## src/rtl/axi4lite_picoblaze_target_if.sv

```systemverilog
// ---------------------------------------------------------------------------
// axi4lite_picoblaze_target_if
//   AXI4-Lite bus bundle between an external AXI master and the PicoBlaze
//   serviced target.
//
//   master modport : drives AW/W/AR requests and B/R ready, sees responses.
//   slave  modport : drives ready for AW/W/AR and the B/R responses.
//
//   Channels: AW (awaddr/awvalid/awready), W (wdata/wstrb/wvalid/wready),
//             B (bresp/bvalid/bready), AR (araddr/arvalid/arready),
//             R (rdata/rresp/rvalid/rready).
// ---------------------------------------------------------------------------
interface axi4lite_picoblaze_target_if #(
  parameter int C_ADDRESS_WIDTH = 32
);
  logic [C_ADDRESS_WIDTH-1:0] awaddr;
  logic                       awvalid;
  logic                       awready;
  logic [31:0]                wdata;
  logic [3:0]                 wstrb;
  logic                       wvalid;
  logic                       wready;
  logic [1:0]                 bresp;
  logic                       bvalid;
  logic                       bready;
  logic [C_ADDRESS_WIDTH-1:0] araddr;
  logic                       arvalid;
  logic                       arready;
  logic [31:0]                rdata;
  logic [1:0]                 rresp;
  logic                       rvalid;
  logic                       rready;

  modport master (
    output awaddr, awvalid, wdata, wstrb, wvalid, bready, araddr, arvalid, rready,
    input  awready, wready, bresp, bvalid, arready, rdata, rresp, rvalid
  );

  modport slave (
    input  awaddr, awvalid, wdata, wstrb, wvalid, bready, araddr, arvalid, rready,
    output awready, wready, bresp, bvalid, arready, rdata, rresp, rvalid
  );
endinterface

```

## src/rtl/axi4lite_picoblaze_target.sv

```systemverilog
// ---------------------------------------------------------------------------
// axi4lite_picoblaze_target
//   AXI4-Lite slave whose transactions are serviced by PicoBlaze firmware.
//   A captured AXI read or write raises irq; firmware inspects the captured
//   address/data/strobes through a 32-port window, supplies read data and a
//   response, then writes COMPLETE to release BVALID or RVALID.
//
//   Ports
//     s_axi_aclk     single clock for PicoBlaze and AXI sides
//     s_axi_aresetn  asynchronous active-low reset
//     port_id        PicoBlaze port id (window selected by port_id[7:5])
//     write_strobe   PicoBlaze write strobe
//     read_strobe    PicoBlaze read strobe (reads have no side effects)
//     out_port       PicoBlaze write data
//     in_port        PicoBlaze read data, combinational from port_id
//     irq            high while a captured transaction awaits firmware
//     s_axi          AXI4-Lite slave bundle
//
//   Port window (offset = port_id[4:0])
//     0x00-0x03  DATA[31:0] little endian, R/W (firmware writes ignored in RESP)
//     0x08-0x0B  ADDR[31:0] captured address, read-only
//     0x10       CONTROL  read {2'b0,resp,2'b0,wnr,pending}
//                         write bit2=COMPLETE, bits[5:4]=RESP
//     0x11       {4'b0,wstrb}, read-only
// ---------------------------------------------------------------------------
module axi4lite_picoblaze_target #(
  parameter int         C_ADDRESS_WIDTH = 32,
  parameter logic [7:0] C_BASE_ADDRESS  = 8'h20
) (
  input  logic       s_axi_aclk,
  input  logic       s_axi_aresetn,
  input  logic [7:0] port_id,
  input  logic       write_strobe,
  input  logic       read_strobe,
  input  logic [7:0] out_port,
  output logic [7:0] in_port,
  output logic       irq,
  axi4lite_picoblaze_target_if.slave s_axi
);

  typedef enum logic [1:0] {
    ST_IDLE = 2'd0,
    ST_PEND = 2'd1,
    ST_RESP = 2'd2
  } state_t;

  localparam logic [4:0] OFS_CONTROL = 5'h10;
  localparam logic [4:0] OFS_WSTRB   = 5'h11;

  state_t      state;
  logic        aw_got;
  logic        w_got;
  logic        wnr;
  logic [1:0]  resp;
  logic [31:0] data_q;
  logic [31:0] addr_q;
  logic [3:0]  wstrb_q;

  logic        awready_q;
  logic        wready_q;
  logic        ar_en_q;
  logic        bvalid_q;
  logic        rvalid_q;
  logic [1:0]  bresp_q;
  logic [1:0]  rresp_q;
  logic [31:0] rdata_q;
  logic        irq_q;

  logic        win_sel;
  logic        fw_data_wr;
  logic        fw_ctrl_wr;
  logic        aw_hs;
  logic        w_hs;
  logic        ar_hs;
  logic        aw_next;
  logic        w_next;
  logic        b_done;
  logic        r_done;
  logic [31:0] aw_ext;
  logic [31:0] ar_ext;

  // Reads have no side effects, so the read strobe is intentionally ignored.
  logic unused_read_strobe;
  assign unused_read_strobe = read_strobe;

  assign win_sel    = (port_id[7:5] == C_BASE_ADDRESS[7:5]);
  assign fw_data_wr = write_strobe && win_sel && (port_id[4:2] == 3'b000);
  assign fw_ctrl_wr = write_strobe && win_sel && (port_id[4:0] == OFS_CONTROL);

  // AR is only offered when no write has started and none is being offered,
  // so a write always wins a simultaneous arrival.
  assign s_axi.awready = awready_q;
  assign s_axi.wready  = wready_q;
  assign s_axi.arready = ar_en_q && !s_axi.awvalid && !s_axi.wvalid;
  assign s_axi.bvalid  = bvalid_q;
  assign s_axi.bresp   = bresp_q;
  assign s_axi.rvalid  = rvalid_q;
  assign s_axi.rresp   = rresp_q;
  assign s_axi.rdata   = rdata_q;
  assign irq           = irq_q;

  assign aw_hs   = s_axi.awvalid && awready_q;
  assign w_hs    = s_axi.wvalid && wready_q;
  assign ar_hs   = s_axi.arvalid && s_axi.arready;
  assign aw_next = aw_got || aw_hs;
  assign w_next  = w_got || w_hs;
  assign b_done  = bvalid_q && s_axi.bready;
  assign r_done  = rvalid_q && s_axi.rready;

  // Narrow AXI addresses are zero-extended so unused ADDR bits read back 0.
  always_comb begin
    aw_ext = '0;
    ar_ext = '0;
    aw_ext[C_ADDRESS_WIDTH-1:0] = s_axi.awaddr;
    ar_ext[C_ADDRESS_WIDTH-1:0] = s_axi.araddr;
  end

  // Transaction FSM: capture in IDLE, firmware service in PEND, AXI response in RESP.
  always_ff @(posedge s_axi_aclk or negedge s_axi_aresetn) begin
    if (!s_axi_aresetn) begin
      state     <= ST_IDLE;
      aw_got    <= 1'b0;
      w_got     <= 1'b0;
      wnr       <= 1'b0;
      resp      <= 2'b00;
      data_q    <= '0;
      addr_q    <= '0;
      wstrb_q   <= '0;
      awready_q <= 1'b0;
      wready_q  <= 1'b0;
      ar_en_q   <= 1'b0;
      bvalid_q  <= 1'b0;
      rvalid_q  <= 1'b0;
      bresp_q   <= 2'b00;
      rresp_q   <= 2'b00;
      rdata_q   <= '0;
      irq_q     <= 1'b0;
    end else begin
      case (state)
        ST_IDLE: begin
          if (fw_data_wr) begin
            data_q[{port_id[1:0], 3'b000} +: 8] <= out_port;
          end
          // AXI write data takes precedence over a same-cycle firmware byte write.
          if (w_hs) begin
            data_q  <= s_axi.wdata;
            wstrb_q <= s_axi.wstrb;
            w_got   <= 1'b1;
          end
          if (aw_hs) begin
            addr_q <= aw_ext;
            aw_got <= 1'b1;
          end
          if (aw_next && w_next) begin
            wnr       <= 1'b1;
            state     <= ST_PEND;
            irq_q     <= 1'b1;
            awready_q <= 1'b0;
            wready_q  <= 1'b0;
            ar_en_q   <= 1'b0;
          end else if (ar_hs) begin
            addr_q    <= ar_ext;
            wnr       <= 1'b0;
            state     <= ST_PEND;
            irq_q     <= 1'b1;
            awready_q <= 1'b0;
            wready_q  <= 1'b0;
            ar_en_q   <= 1'b0;
          end else begin
            // Each of AW and W is accepted once; AR waits until neither has started.
            awready_q <= !aw_next;
            wready_q  <= !w_next;
            ar_en_q   <= !aw_next && !w_next;
          end
        end

        ST_PEND: begin
          if (fw_data_wr) begin
            data_q[{port_id[1:0], 3'b000} +: 8] <= out_port;
          end
          if (fw_ctrl_wr) begin
            resp <= out_port[5:4];
            if (out_port[2]) begin
              state <= ST_RESP;
              irq_q <= 1'b0;
              if (wnr) begin
                bvalid_q <= 1'b1;
                bresp_q  <= out_port[5:4];
              end else begin
                rvalid_q <= 1'b1;
                rresp_q  <= out_port[5:4];
                rdata_q  <= data_q;
              end
            end
          end
        end

        ST_RESP: begin
          // Readies stay low on the handshake edge; new requests open one cycle later.
          if (b_done || r_done) begin
            bvalid_q <= 1'b0;
            rvalid_q <= 1'b0;
            aw_got   <= 1'b0;
            w_got    <= 1'b0;
            state    <= ST_IDLE;
          end
        end

        default: begin
          state <= ST_IDLE;
        end
      endcase
    end
  end

  // Firmware read mux, combinational from port_id.
  always_comb begin
    in_port = 8'h00;
    if (win_sel) begin
      case (port_id[4:0])
        5'h00, 5'h01, 5'h02, 5'h03: in_port = data_q[{port_id[1:0], 3'b000} +: 8];
        5'h08, 5'h09, 5'h0A, 5'h0B: in_port = addr_q[{port_id[1:0], 3'b000} +: 8];
        OFS_CONTROL: in_port = {2'b00, resp, 2'b00, wnr, (state == ST_PEND)};
        OFS_WSTRB:   in_port = {4'b0000, wstrb_q};
        default:     in_port = 8'h00;
      endcase
    end
  end

endmodule

```

## src/flat_wrapper.sv

```systemverilog
// flat-port wrapper written by rule: the top's interface ports become plain ports
module axi4lite_picoblaze_target_flat 
#(
  parameter int         C_ADDRESS_WIDTH = 32,
  parameter logic [7:0] C_BASE_ADDRESS  = 8'h20
)
  (s_axi_aclk, s_axi_aresetn, port_id, write_strobe, read_strobe, out_port, in_port, irq, s_axi_awaddr, s_axi_awvalid, s_axi_wdata, s_axi_wstrb, s_axi_wvalid, s_axi_bready, s_axi_araddr, s_axi_arvalid, s_axi_rready, s_axi_awready, s_axi_wready, s_axi_bresp, s_axi_bvalid, s_axi_arready, s_axi_rdata, s_axi_rresp, s_axi_rvalid);
  axi4lite_picoblaze_target_if #(.C_ADDRESS_WIDTH(C_ADDRESS_WIDTH)) s_axi_i ();
  input  logic s_axi_aclk;
  input  logic s_axi_aresetn;
  input  logic [7:0] port_id;
  input  logic write_strobe;
  input  logic read_strobe;
  input  logic [7:0] out_port;
  output logic [7:0] in_port;
  output logic irq;
  input wire logic [$bits(s_axi_i.awaddr)-1:0] s_axi_awaddr;
  input wire logic [$bits(s_axi_i.awvalid)-1:0] s_axi_awvalid;
  input wire logic [$bits(s_axi_i.wdata)-1:0] s_axi_wdata;
  input wire logic [$bits(s_axi_i.wstrb)-1:0] s_axi_wstrb;
  input wire logic [$bits(s_axi_i.wvalid)-1:0] s_axi_wvalid;
  input wire logic [$bits(s_axi_i.bready)-1:0] s_axi_bready;
  input wire logic [$bits(s_axi_i.araddr)-1:0] s_axi_araddr;
  input wire logic [$bits(s_axi_i.arvalid)-1:0] s_axi_arvalid;
  input wire logic [$bits(s_axi_i.rready)-1:0] s_axi_rready;
  output wire logic [$bits(s_axi_i.awready)-1:0] s_axi_awready;
  output wire logic [$bits(s_axi_i.wready)-1:0] s_axi_wready;
  output wire logic [$bits(s_axi_i.bresp)-1:0] s_axi_bresp;
  output wire logic [$bits(s_axi_i.bvalid)-1:0] s_axi_bvalid;
  output wire logic [$bits(s_axi_i.arready)-1:0] s_axi_arready;
  output wire logic [$bits(s_axi_i.rdata)-1:0] s_axi_rdata;
  output wire logic [$bits(s_axi_i.rresp)-1:0] s_axi_rresp;
  output wire logic [$bits(s_axi_i.rvalid)-1:0] s_axi_rvalid;
  assign s_axi_i.awaddr = s_axi_awaddr;
  assign s_axi_i.awvalid = s_axi_awvalid;
  assign s_axi_i.wdata = s_axi_wdata;
  assign s_axi_i.wstrb = s_axi_wstrb;
  assign s_axi_i.wvalid = s_axi_wvalid;
  assign s_axi_i.bready = s_axi_bready;
  assign s_axi_i.araddr = s_axi_araddr;
  assign s_axi_i.arvalid = s_axi_arvalid;
  assign s_axi_i.rready = s_axi_rready;
  assign s_axi_awready = s_axi_i.awready;
  assign s_axi_wready = s_axi_i.wready;
  assign s_axi_bresp = s_axi_i.bresp;
  assign s_axi_bvalid = s_axi_i.bvalid;
  assign s_axi_arready = s_axi_i.arready;
  assign s_axi_rdata = s_axi_i.rdata;
  assign s_axi_rresp = s_axi_i.rresp;
  assign s_axi_rvalid = s_axi_i.rvalid;
  axi4lite_picoblaze_target #(.C_ADDRESS_WIDTH(C_ADDRESS_WIDTH), .C_BASE_ADDRESS(C_BASE_ADDRESS)) u_core (.s_axi_aclk(s_axi_aclk), .s_axi_aresetn(s_axi_aresetn), .port_id(port_id), .write_strobe(write_strobe), .read_strobe(read_strobe), .out_port(out_port), .in_port(in_port), .irq(irq), .s_axi(s_axi_i));
endmodule
```

## config.mk

```make
export PLATFORM = sky130hd
export DESIGN_NAME = axi4lite_picoblaze_target_flat
export DESIGN_NICKNAME = d
export VERILOG_FILES = /design/src/rtl/axi4lite_picoblaze_target_if.sv /design/src/rtl/axi4lite_picoblaze_target.sv /design/src/flat_wrapper.sv
export SDC_FILE = /design/constraint.sdc
export NUM_CORES = 1
export LEC_CHECK = 0
export CORE_AREA = 5 5 117 119
export CTS_CLUSTER_DIAMETER = 100
export CTS_CLUSTER_SIZE = 30
export DETAILED_ROUTE_END_ITERATION = 6
export DIE_AREA = 0 0 122 124
export PLACE_DENSITY = 0.77
export REMOVE_ABC_BUFFERS = 1
export SLEW_MARGIN = 20
export SYNTH_ARGS = -nofsm -noshare
export SYNTH_HDL_FRONTEND = slang
export SYNTH_SLANG_ARGS = --single-unit
```

## constraint.sdc

```tcl
create_clock -name s_axi_aclk -period 3.5 [get_ports s_axi_aclk]
set_input_delay 0.7 -clock s_axi_aclk [delete_from_list [all_inputs] [get_ports s_axi_aclk]]
set_output_delay 0.7 -clock s_axi_aclk [all_outputs]
set_load 0.02 [all_outputs]
```

==> results of run 1 <==
area by class of cell:
class / count / share of cell area, %
Inverter: 35 / 1.55
Tap cell: 172 / 2.54
Timing Repair Buffer: 214 / 23.9
Multi-Input combinational cell: 338 / 31.3
Clock inverter: 5 / 0.295
Sequential cell: 117 / 34.5
Clock buffer: 24 / 5.91
synth_stat cells (3+ instances only):
| cell | instances | area [µm²] |
|---|---|---|
| sky130_fd_sc_hd__dfrtp_1 | 117 | 2930 |
| sky130_fd_sc_hd__o22ai_1 | 51 | 319 |
| sky130_fd_sc_hd__a21oi_1 | 37 | 185 |
| sky130_fd_sc_hd__inv_1 | 35 | 131 |
| sky130_fd_sc_hd__nand2_1 | 34 | 128 |
| sky130_fd_sc_hd__mux2_4 | 29 | 435 |
| sky130_fd_sc_hd__clkbuf_1 | 26 | 97.6 |
| sky130_fd_sc_hd__a221o_1 | 24 | 240 |
| sky130_fd_sc_hd__and2_1 | 17 | 106 |
| sky130_fd_sc_hd__mux2i_1 | 17 | 170 |
| sky130_fd_sc_hd__nor2_1 | 16 | 60.1 |
| sky130_fd_sc_hd__a221oi_1 | 13 | 114 |
| sky130_fd_sc_hd__and3_1 | 9 | 56.3 |
| sky130_fd_sc_hd__mux2_2 | 9 | 101 |
| sky130_fd_sc_hd__nand3_1 | 8 | 40.0 |
| sky130_fd_sc_hd__nor3_1 | 8 | 40.0 |
| sky130_fd_sc_hd__a211oi_1 | 7 | 52.6 |
| sky130_fd_sc_hd__nand3b_1 | 5 | 37.5 |
| sky130_fd_sc_hd__o21ai_0 | 5 | 25.0 |
| sky130_fd_sc_hd__a22o_1 | 4 | 35.0 |
| sky130_fd_sc_hd__a32o_1 | 4 | 40.0 |
| sky130_fd_sc_hd__ha_1 | 4 | 50.1 |
| sky130_fd_sc_hd__a21o_1 | 3 | 22.5 |
| sky130_fd_sc_hd__buf_2 | 3 | 15.0 |
| sky130_fd_sc_hd__buf_6 | 3 | 33.8 |
| sky130_fd_sc_hd__nor3b_1 | 3 | 22.5 |
| sky130_fd_sc_hd__nor4_4 | 3 | 63.8 |
| sky130_fd_sc_hd__nor4b_1 | 3 | 26.3 |
how the worst max path moves through the flow:
stage / slack, ns / to / cells after the start
after floorplan: 0.01 / in_port[7] / 6
after global placement: -0.62 / in_port[6] / 8
after detailed placement: -0.70 / in_port[1] / 9
after CTS: -0.05 / in_port[4] / 7
after global routing: 0.002 / in_port[6] / 6
final: 0.05 / in_port[6] / 6
registers in the layout (all words and copies together), names as in the netlist:
register / cells
u_core.data_q: 32
u_core.resp: 2
u_core.s_axi.rdata: 32
u_core.wnr: 1
u_core.s_axi.awready: 1
u_core.s_axi.wready: 1
u_core.addr_q: 32
u_core.s_axi.bvalid: 1
u_core.s_axi.rvalid: 1
u_core.aw_got: 1
u_core.s_axi.rresp: 2
u_core.wstrb_q: 4
u_core.ar_en_q: 1
u_core.w_got: 1
u_core.s_axi.bresp: 2
u_core.state: 2
u_core.irq: 1
per-layer routing:
metal | wire [µm] | global-route usage, %
met4 | 603 | 10.0
met2 | 9190 | 42.4
met1 | 8020 | 33.5
met3 | 1680 | 6.68
met5 | 0 | 0
power groups by stage:
stage          clock [mW]  combinational [mW]  sequential [mW]
6_report             1.55               0.301             1.35
5_1_grt              1.63               0.321             1.35
4_1_cts              1.57               0.298             1.35
3_5_place_dp            0               0.291             1.38
3_3_place_gp            0               0.286             1.38
2_1_floorplan           0              0.0562             1.38
cells by family (layout without fill, tap and decap cells):
group | after synthesis | count (layout)
AO/OA/AOI/OAI | 158 | 158
adder cells (fa/ha/maj) | 4 | 4
buffers and inverters | 68 | 278
flip-flops | 117 | 117
multiplexers | 55 | 55
AND/OR/NAND/NOR | 121 | 121
metrics by stage:
stage          hold WS, ns  instances  setup slack, ns
6_report             0.344        905           0.0532
5_1_grt              0.402        905          0.00169
4_1_cts              0.379        905          -0.0482
3_5_place_dp         0.464        875           -0.701
3_3_place_gp         0.459        875           -0.624
2_1_floorplan        0.404        490           0.0102
worst max-delay path, cell delays in order:
cell and delay, ns:
sky130_fd_sc_hd__clkdlybuf4s50_1 0.41, sky130_fd_sc_hd__or4b_4 0.57, sky130_fd_sc_hd__or3_4 0.38, sky130_fd_sc_hd__o21bai_1 0.18, sky130_fd_sc_hd__nor4_2 0.31, sky130_fd_sc_hd__buf_4 0.20
timing repair:
action / 4_1_cts / 5_1_grt
cloned: 0 / 0
setup buffers: 1 / 0
pin swaps: 7 / 3
endpoints found under the hold margin: 0 / 0
setup endpoints to repair: 8 / 7
resized for setup: 51 / 13
cell usage in the layout (no fill, tap or decap), drive strengths merged, types with 4 or more instances in the layout:
cell             n
a211oi           7
a21oi           37
a221o           24
a221oi          13
a22o             4
a32o             4
and2            17
and3             9
buf             50
clkbuf          25
clkdlybuf4s50  162
clkinv           5
dfrtp          117
ha               4
inv             35
mux2            38
mux2i           17
nand2           34
nand3            8
nand3b           6
nor2            16
nor3             8
nor4             6
o21ai            5
o22ai           51
==> results.txt, run 1 <==
----------------------------------------------------
[Pwr]
  Internal Dissipation ... 2.51 mW
  Standby leakage power ... slightly above 4 nW
  NetSw ... 0.705 mW
  Clock power share ... 48.4%
  Sw frac ... 21.9%
  Areal power density over the cells ... approximately 380 mW/mm²
  IR drop worst, VDD ... 0.295 mV
  Sequential share of power ... 42.2%
  Total power ... 3.21 mW
  Combinational power share ... 9.4%

[Clock tree]
  Clock insertion delay at the later pin of the skew report ... 0.41 ns
  Clock root buffer ... sky130_fd_sc_hd__clkbuf_16
  Count of hold buffers inserted by post-cts repair ... 0
  TritonCTS clock tree ... done
  Number of clock sinks ... 117
  H-tree level count ... 4
  Register clock-pin slew on the reported worst setup and hold paths ... 0.05 ns
  Inserted Clock Buffers ... 17
  Maximum number of buffers from clock root to sink ... 2

[STA]
  Final-report setup violation count ... 0
  Fin crit share ... between 90% and 100%
  Achievable Freq ... between 0.2 and 0.3 GHz
  Relative max-transition margin ... roughly two fifths
  Number of hold-slack violations in the final timing report ... 0
  Worst setup skew after layout ... 0.00564 ns
  Summed negative setup slack over all endpoints ... 0 ns
  RSZ-0062 raised after global routing ... false
  Tmin final ... around 3.4 ns
  Count of final max-slew check failures ... 0
  Actual transition at the worst max-transition pin ... 0.877 ns

[Worst setup path]
  First element of the critical path ... port_id[2]
  End of the worst register-to-register path ... u_core.data_q[28]
  Worst path required time ... 2.80 ns
  Element type at the critical path start ... primary input
  Beginning of the worst register-to-register path ... u_core.state[0]
  Data arrival time at the worst-slack endpoint ... approximately 2.8 ns
  Critical path fanouts, max ... 4
  Worst-case register-to-register setup slack ... about 1.1 ns
  Type of the worst setup path ... in2out
  Depth of the most critical reg-to-reg path ... 4
  Element type at the critical path end ... output pin

[Global route]
  Aggregate global routing overflow ... 0
  Aggregate global-route resource usage ... 26.0%
  Maximum number of pins on one net before global-route repair ... 63
  Global-route wire length before repair ... approximately 30 mm
  Number of antenna violations at the first check in global routing ... 0
  Vias in the first global route ... 5557

[Cells and area]
  Final #Nets ... 852
  Core Util, Final ... 68.1%
  Seq. cell area ... 0.00293 mm²
  Share of cells above drive strength 1 ... a little under a fifth
  Multi-input logic area ... between 0.002 and 0.003 mm²
  Non-Filler Cell Area, Final ... approximately 0.0085 mm²
  Antenna cells ... 0
  Filler Cell Count ... 943
  Area grow syn2layout ... 46.5%

[Logic synthesis]
  Part of the Yosys area used for sequential elements ... 50.6%
  Predominant post-synthesis flop cell ... sky130_fd_sc_hd__dfrtp_1
  Adder-cell share of the synthesized area ... less than 1%
  Simple-gate share of the synthesized area ... ~12%
  Number of enable-type register cells in the synthesized netlist ... 0
  Yosys Warn Count ... 0
  Number of instances in the synthesized netlist ... 523
  Post-synthesis area per instance ... ~11 µm²
  Fraction of synthesis flops using an asynchronous set or reset pin ... 100%
  Post-synthesis register bit count ... between 100 and 150
  Fraction of synthesized area in multiplexers ... 12.2%
  Post-synthesis instance area ... 0.00579 mm²
  Post-synthesis cell type count ... 49
  Synth Area in Compound Gates ... 19.2%
  Main combinational cell family by area after synthesis ... compound AO/OA/AOI/OAI gates
  Post-synthesis share of cell area spent on xor and xnor gates ... 0%

[Detailed routing]
  Vias per Instance ... 5.88
  Drt first-iter violations ... 516
  Residual DRC count ... 0
  Vias after detailed routing ... 5318
  Routed length per placed instance ... 21.5 µm
  Post-detailed-routing wire length ... 19.5 mm
  Antenna viol nets, final ... 0
  Pre-Repair DR Iteration Count ... 7

[Run status]
  Outcome ... finished, final reports clean

[Placement]
  Post-Place Cell Area ... around 0.0079 mm²
  IO Port Bufs ... between 150 and 200
  Weighted congestion reported at the end of routability-driven placement ... 0.865
  Sum of net half-perimeters after detailed placement ... 13.9 mm

[Die]
  Standard-cell rows ... 41
  Core region area ... 0.0125 mm²
  Die footprint ... 0.0151 mm²
  Initial Util ... 46.5%
  Die Span Y ... 124 µm
  Width of the chip ... 122 µm
  Number of top-level design ports ... between 150 and 200

[Worst hold path]
  Type of the most critical hold path ... in2async

[Job]
  Maximum capacitance violations ... 0

----------------------------------------------------
(Power assumes the default switching activity.)
==> run 2, diff against run 1 <==
--- a/config.mk
+++ b/config.mk
@@ -5,11 +5,13 @@
 export SDC_FILE = /design/constraint.sdc
 export NUM_CORES = 1
 export LEC_CHECK = 0
-export CORE_AREA = 5 5 117 119
+export CELL_PAD_IN_SITES_DETAIL_PLACEMENT = 0
+export CELL_PAD_IN_SITES_GLOBAL_PLACEMENT = 1
+export CORE_AREA = 5 5 133 135
 export CTS_CLUSTER_DIAMETER = 100
 export CTS_CLUSTER_SIZE = 30
 export DETAILED_ROUTE_END_ITERATION = 6
-export DIE_AREA = 0 0 122 124
+export DIE_AREA = 0 0 138 140
 export PLACE_DENSITY = 0.77
 export REMOVE_ABC_BUFFERS = 1
 export SLEW_MARGIN = 20
==> run 2 against run 1 <==
Via count fell by 3.8%. Hold slack got worse by 0.041 ns. First-iteration DRC count fell by 44%. Largest power group unchanged. Core utilization fell by 15 points. Global-route usage fell by 5.8 points. Non-clock buffer count rose by 6. Clock skew rose by 0.0036 ns. Design area rose by 2.6%. Clock-buffer cell count rose by 1. Power rose by 3.0%. Die area rose by 28%.
==> results.txt, run 2 (synthesized netlist as in run 1, its figures left out) <==
----------------------------------------------------
[Worst setup path]
  Element type at the critical path end ... output pin
  End of the worst register-to-register path ... u_core.data_q[29]
  Critical Path Sink ... in_port[7]
  Worst path required time ... 2.80 ns (about the same)
  Cell-by-cell listing of the critical path ... clkdlybuf4s50_1 -> or3b_2 -> or2_4 -> buf_4 -> a211oi_2 -> nor4b_4 -> buf_4 -> buf_2
  Depth of the most critical reg-to-reg path ... 6 (+2)
  CP peak stage delay ... 0.47 ns (-0.10 ns)
  Sum of buffers and inverters on the critical path ... 4 (+2)
  Critical path fanouts, max ... 6 (+2)
  Beginning of the worst register-to-register path ... u_core.state[0]
  Data arrival time at the worst-slack endpoint ... 2.70 ns (-0.05 ns)
  Type of the worst setup path ... in2out
  First element of the critical path ... port_id[4]
  Top cell by count, worst path ... sky130_fd_sc_hd__buf_4
  Element type at the critical path start ... primary input
  Crit-path leading delay family ... buffers and inverters
  Critical path depth ... 8 (+2)
  Slowest cell on the critical path ... sky130_fd_sc_hd__or3b_2
  Worst-case register-to-register setup slack ... 1.37 ns (+0.29 ns)

[Cells and area]
  Number of standard cells in the final layout excluding fillers ... 960 (+6.1%)
  Share of cells above drive strength 1 ... 20.3% (+1.3 points)
  Final #Nets ... 858 (+0.70%)
  Antenna cells ... 0 (unchanged)
  Area grow syn2layout ... 50.4%
  Core Util, Final ... 53.3% (-15 points)
  Most common cell after layout, fill and taps aside ... sky130_fd_sc_hd__clkdlybuf4s50_1
  Top library cells by usage in the layout, fill and taps aside ... sky130_fd_sc_hd__clkdlybuf4s50_1, sky130_fd_sc_hd__dfrtp_1, sky130_fd_sc_hd__o22ai_1, sky130_fd_sc_hd__buf_4, sky130_fd_sc_hd__a21oi_1
  Filler Cell Count ... 1482 (+57%)

[Global route]
  Aggregate global routing overflow ... 0 (unchanged)
  Aggregate global-route resource usage ... 20.2% (-5.8 points)
  Vias in the first global route ... 5631 (+1.3%)
  Number of antenna violations at the first check in global routing ... 1 (+1)
  Global-route wire length before repair ... 31.1 mm (+3.8%)
  Maximum number of pins on one net before global-route repair ... 71 (+13%)

[Die]
  Standard-cell rows ... 47 (+15%)
  Die Span Y ... 140 µm (+13%)
  Width of the chip ... 138 µm (+13%)
  Die footprint ... 0.0193 mm² (+28%)
  Initial Util ... 35.4% (-11 points)
  Core region area ... 0.0163 mm² (+31%)
  Number of top-level design ports ... 175 (unchanged)

[STA]
  Final WS setup ... 0.104 ns (+0.0507 ns)
  Number of hold-slack violations in the final timing report ... 0 (unchanged)
  Count of final max-slew check failures ... 0 (unchanged)
  Relative max-transition margin ... 56.7% (+16 points)
  Achievable Freq ... 0.294 GHz (+1.5%)
  Actual transition at the worst max-transition pin ... 0.650 ns (-0.227 ns)
  Worst setup skew after layout ... 0.00919 ns (+0.00355 ns)
  Fin crit share ... 97.0% (-1.4 points)
  RSZ-0062 raised after global routing ... false
  Final-report setup violation count ... 0 (unchanged)
  Summed negative setup slack over all endpoints ... 0 ns (unchanged)
  Tmin final ... 3.40 ns (-0.0507 ns)

[Detailed routing]
  Antenna viol nets, final ... 0 (unchanged)
  Vias after detailed routing ... 5116 (-3.8%)
  Routed length per placed instance ... 20.6 µm (-4.4%)
  Pre-Repair DR Iteration Count ... 5 (-2)
  Drt first-iter violations ... 289 (-44%)
  Residual DRC count ... 0 (unchanged)
  Vias per Instance ... 5.33 (-9.3%)
  Post-detailed-routing wire length ... 19.8 mm (+1.4%)

[Placement]
  Total placed cells including tap cells ... 928 (+6.1%)
  Worst slack, placed ... -0.799 ns (-0.0985 ns)
  Sum of net half-perimeters after detailed placement ... 14.6 mm (+4.8%)
  Weighted congestion reported at the end of routability-driven placement ... 0.872 (+0.87%)
  IO Port Bufs ... 173 (unchanged)

[Clock tree]
  Maximum number of buffers from clock root to sink ... 2 (unchanged)
  TritonCTS clock tree ... done
  Count of hold buffers inserted by post-cts repair ... 0 (unchanged)
  Clock insertion delay at the later pin of the skew report ... 0.41 ns (about the same)
  Number of clock sinks ... 117 (unchanged)
  Inserted Clock Buffers ... 17 (unchanged)
  H-tree level count ... 4 (unchanged)
  Register clock-pin slew on the reported worst setup and hold paths ... 0.05 ns (about the same)
  Clock root buffer ... sky130_fd_sc_hd__clkbuf_16

[Worst hold path]
  Type of the most critical hold path ... in2async

[Pwr]
  Standby leakage power ... 4.20 nW (+2.3%)
  IR drop worst, VDD ... 0.331 mV (+12%)
  Areal power density over the cells ... 380 mW/mm² (+0.33%)

[Job]
  Maximum capacitance violations ... 0 (unchanged)

[Run status]
  Outcome ... finished, final reports clean

----------------------------------------------------
run 2: changes by cell type in the layout (fill, tap and decap cells not counted), moves of 2 or more:
| cell | delta |
|---|---|
| sky130_fd_sc_hd__nor3_1 | -2 |
| sky130_fd_sc_hd__clkbuf_8 | -3 |
| sky130_fd_sc_hd__a221oi_2 | -3 |
| sky130_fd_sc_hd__nor3_2 | +2 |
| sky130_fd_sc_hd__a221oi_1 | +3 |
| sky130_fd_sc_hd__buf_4 | +5 |
| sky130_fd_sc_hd__a211oi_1 | -6 |
| sky130_fd_sc_hd__clkbuf_1 | +4 |
| sky130_fd_sc_hd__clkinv_2 | -2 |
| sky130_fd_sc_hd__a211oi_2 | +6 |
| sky130_fd_sc_hd__dlymetal6s2s_1 | +5 |
| sky130_fd_sc_hd__bufinv_16 | +2 |
| sky130_fd_sc_hd__clkdlybuf4s50_1 | -5 |
run 2: timing repair:
action	in CTS	in global routing
endpoints found under the hold margin	0	0
pin swaps	7	6
setup buffers	1	2
setup endpoints to repair	8	8
gates resized for setup	64	14
run 2: per-layer routing:
layer	up-vias	share of wire (%)	GRT usage (%)
li1	2371	-	-
met1	2504	43	26.2
met2	199	48	31.7
met3	40	5.6	5.90
met4	2	3.3	8.63
met5	-	0.10	0
run 2: stage by stage:
step | power, mW | hold slack [ns] | area, µm²
2_1_floorplan | 1.43 | 0.404 | 5640
3_3_place_gp | 1.67 | 0.460 | 8010
3_5_place_dp | 1.67 | 0.475 | 8010
4_1_cts | 3.32 | 0.317 | 8650
5_1_grt | 3.42 | 0.348 | 8710
6_report | 3.31 | 0.303 | 8710
run 2: worst min path at each step:
stage | end | depth (start not counted) | from | slack, ns
after global routing | u_core.data_q[10] | 1 | s_axi_aresetn | 0.35
after detailed placement | u_core.aw_got | 2 | u_core.aw_got | 0.48
after CTS | u_core.addr_q[10] | 1 | s_axi_aresetn | 0.32
final | u_core.s_axi.rdata[12] | 1 | s_axi_aresetn | 0.30
after global placement | u_core.wstrb_q[3] | 2 | u_core.wstrb_q[3] | 0.46
after floorplan | u_core.addr_q[0] | 0 | s_axi_aresetn | 0.40
run 2: final cells by class:
class / count / area [µm²] / share of cell area, %
clock buffer: 25 / 475 / 5.46
multi-input combinational: 338 / 2730 / 31.3
sequential: 117 / 2930 / 33.6
clock inverter: 5 / 75.1 / 0.862
inverter: 35 / 131 / 1.51
timing repair buffer: 220 / 2100 / 24.1
tap: 220 / 275 / 3.16
run 2: where the power goes:
part | switching (mW) | internal [mW]
logic | 0.134 | 0.176
clock network | 0.569 | 1.07
registers | 0.0000273 | 1.35
total | 0.703 | 2.60
==> run 3, diff against run 2 <==
--- a/config.mk
+++ b/config.mk
@@ -7,11 +7,11 @@
 export LEC_CHECK = 0
 export CELL_PAD_IN_SITES_DETAIL_PLACEMENT = 0
 export CELL_PAD_IN_SITES_GLOBAL_PLACEMENT = 1
-export CORE_AREA = 5 5 133 135
+export CORE_AREA = 5 5 170 107
 export CTS_CLUSTER_DIAMETER = 100
-export CTS_CLUSTER_SIZE = 30
+export CTS_CLUSTER_SIZE = 8
 export DETAILED_ROUTE_END_ITERATION = 6
-export DIE_AREA = 0 0 138 140
+export DIE_AREA = 0 0 175 112
 export PLACE_DENSITY = 0.77
 export REMOVE_ABC_BUFFERS = 1
 export SLEW_MARGIN = 20
==> run 3 against run 2 <==
Critical path depth shrank 1. Sequential share of layout area grew 0.077 points. Hold slack gained 0.033 ns. Via count grew 1.4%. Clock-buffer cell count shrank 5. Cell count shrank 0.83%. Power grew 4.4%. Critical path type unchanged.
==> results.txt, run 3 (synthesized netlist as in run 1, its figures left out) <==
----------------------------------------------------
[Worst setup path]
  Element type at the critical path end ... output pin
  Worst path required time ... 2.80 ns (about the same)
  Depth of the most critical reg-to-reg path ... 4 (-2)
  Critical path fanouts, max ... 5 (-1)
  Worst-case register-to-register setup slack ... 1.29 ns (-0.08 ns)
  Data arrival time at the worst-slack endpoint ... 2.75 ns (+0.05 ns)
  Beginning of the worst register-to-register path ... u_core.state[0]
  Type of the worst setup path ... in2out
  End of the worst register-to-register path ... u_core.data_q[26]
  Element type at the critical path start ... primary input

[Die]
  Die Span Y ... 112 µm (-20%)
  Die footprint ... 0.0196 mm² (+1.4%)
  Initial Util ... 34.9% (-0.48 points)
  Number of top-level design ports ... 175 (unchanged)
  Core region area ... 0.0166 mm² (+1.4%)
  Width of the chip ... 175 µm (+27%)
  Standard-cell rows ... 37 (-21%)

[Detailed routing]
  Sum of routed wire segments on met1 ... 9.53 mm (+11%)
  Vias after detailed routing ... 5186 (+1.4%)
  Post-detailed-routing wire length ... 20.0 mm (+1.3%)
  Vias per Instance ... 5.45 (+2.2%)
  Antenna viol nets, final ... 0 (unchanged)
  Residual DRC count ... 0 (unchanged)
  Pre-Repair DR Iteration Count ... 4 (-1)
  Routed length per placed instance ... 21.0 µm (+2.1%)
  Drt first-iter violations ... 367 (+27%)
  Detail Route met3 WL ... 1.66 mm (+50%)
  Top routing layer in use ... met4
  WL met2 ... 8.54 mm (-9.2%)

[Placement]
  IO Port Bufs ... 173 (unchanged)
  Weighted congestion reported at the end of routability-driven placement ... 0.846 (-3.0%)
  Sum of net half-perimeters after detailed placement ... 15.0 mm (+2.7%)

[Run status]
  Outcome ... finished, final reports clean

[Pwr]
  IR drop worst, VDD ... 0.305 mV (-7.9%)
  Total power ... 3.45 mW (+4.4%)
  Areal power density over the cells ... 397 mW/mm² (+4.6%)
  Standby leakage power ... 4.15 nW (-1.2%)

[Clock tree]
  Register clock-pin slew on the reported worst setup and hold paths ... 0.05 ns (about the same)
  Count of hold buffers inserted by post-cts repair ... 0 (unchanged)
  Maximum number of buffers from clock root to sink ... 2 (unchanged)
  Inserted Clock Buffers ... 17 (unchanged)
  Clock insertion delay at the later pin of the skew report ... 0.41 ns (about the same)
  Clock root buffer ... sky130_fd_sc_hd__clkbuf_16
  TritonCTS clock tree ... done
  Number of clock sinks ... 117 (unchanged)
  H-tree level count ... 4 (unchanged)

[Cells and area]
  Final #Nets ... 854 (-0.47%)
  Share of cells above drive strength 1 ... 20.1% (-0.22 points)
  Top library cells by usage in the layout, fill and taps aside ... sky130_fd_sc_hd__clkdlybuf4s50_1, sky130_fd_sc_hd__dfrtp_1, sky130_fd_sc_hd__o22ai_1, sky130_fd_sc_hd__buf_4, sky130_fd_sc_hd__a21oi_1
  Antenna cells ... 0 (unchanged)
  Filler Cell Count ... 1466 (-1.1%)
  Area grow syn2layout ... 50.0%
  Most common cell after layout, fill and taps aside ... sky130_fd_sc_hd__clkdlybuf4s50_1

[STA]
  Tmin final ... 3.45 ns (+0.0540 ns)
  Actual transition at the worst max-transition pin ... 1.05 ns (+0.397 ns)
  Count of final max-slew check failures ... 0 (unchanged)
  Summed negative setup slack over all endpoints ... 0 ns (unchanged)
  Fin crit share ... 98.6% (+1.5 points)
  Achievable Freq ... 0.290 GHz (-1.6%)
  Number of hold-slack violations in the final timing report ... 0 (unchanged)
  Worst setup skew after layout ... 0.00840 ns (-0.000795 ns)
  Relative max-transition margin ... 29.3% (-27 points)
  Final-report setup violation count ... 0 (unchanged)

[Global route]
  Aggregate global routing overflow ... 0 (unchanged)
  Number of antenna violations at the first check in global routing ... 0 (-1)
  Maximum number of pins on one net before global-route repair ... 65 (-8.5%)
  Aggregate global-route resource usage ... 20.6% (+0.36 points)
  Vias in the first global route ... 5434 (-3.5%)
  Global-route wire length before repair ... 31.2 mm (+0.47%)

[Worst hold path]
  Type of the most critical hold path ... in2async

[Job]
  Maximum capacitance violations ... 0 (unchanged)

----------------------------------------------------
==> run 3: cell count changes in the layout (fill, tap and decap cells not counted), moves of 4 or more <==
cell | previous run | this run
sky130_fd_sc_hd__a211oi_2 | 6 | 0
sky130_fd_sc_hd__buf_4 | 50 | 45
sky130_fd_sc_hd__dlymetal6s2s_1 | 5 | 0
sky130_fd_sc_hd__dlygate4sd2_1 | 0 | 5
sky130_fd_sc_hd__a211oi_1 | 1 | 7
sky130_fd_sc_hd__clkbuf_1 | 6 | 2
==> run 3: cell type report <==
class / count / area (µm²) / area share [%]
clock inverter: 12 / 154 / 1.77
multi-input combinational: 338 / 2690 / 31.0
sequential: 117 / 2930 / 33.7
clock buffer: 20 / 447 / 5.14
tap: 214 / 268 / 3.08
inverter: 35 / 131 / 1.51
timing repair buffer: 216 / 2070 / 23.8
==> run 3: worst max-delay path, cell delays in order <==
cell	delay [ns]
sky130_fd_sc_hd__clkdlybuf4s50_1	0.43
sky130_fd_sc_hd__or4b_4	0.51
sky130_fd_sc_hd__or3_4	0.39
sky130_fd_sc_hd__buf_6	0.15
sky130_fd_sc_hd__a221oi_2	0.19
sky130_fd_sc_hd__a22o_1	0.24
sky130_fd_sc_hd__buf_6	0.14
==> run 3: repair_timing <==
action | CTS | global route
resized for setup | 67 | 5
setup buffers | 1 | 1
setup endpoints to repair | 8 | 8
pin swaps | 10 | 4
==> run 3: how the worst max path moves through the flow <==
stage,startpoint,end,slack [ns],cells after the start
finish,port_id[7],in_port[1],0.05,7
global placement,port_id[2],in_port[6],-0.63,6
CTS,port_id[7],in_port[5],0.003,7
detailed placement,port_id[2],in_port[2],-0.72,7
floorplan,port_id[1],in_port[7],0.01,6
global route,port_id[1],in_port[7],-0.0005,10
==> run 3: report_power, final <==
part	internal, mW	leakage, nW	switching [mW]	total (mW)
Clock	1.14	0.286	0.651	1.79
Combinational	0.175	2.41	0.133	0.308
Sequential	1.35	1.45	0.0000280	1.35
Total	2.67	4.15	0.784	3.45
==> run 3: layer usage <==
layer	global-route usage, %	vias up
li1	-	2378
met1	30.1	2542
met2	29.8	245
met3	5.94	21
met4	5.60	0
met5	0	-
==> run 3: through the flow <==
stage               cell area, µm²  hold WS (ns)  std cells  util (%)  worst slack [ns]
finish                        8690         0.336        952      52.4            0.0499
global route                  8690         0.400        952      52.4         -0.000455
CTS                           8650         0.368        951      52.2           0.00339
detailed placement            7980         0.465        918      48.2            -0.723
global placement              7980         0.458        918      48.2            -0.626
floorplan                     5640         0.404        490         -            0.0102
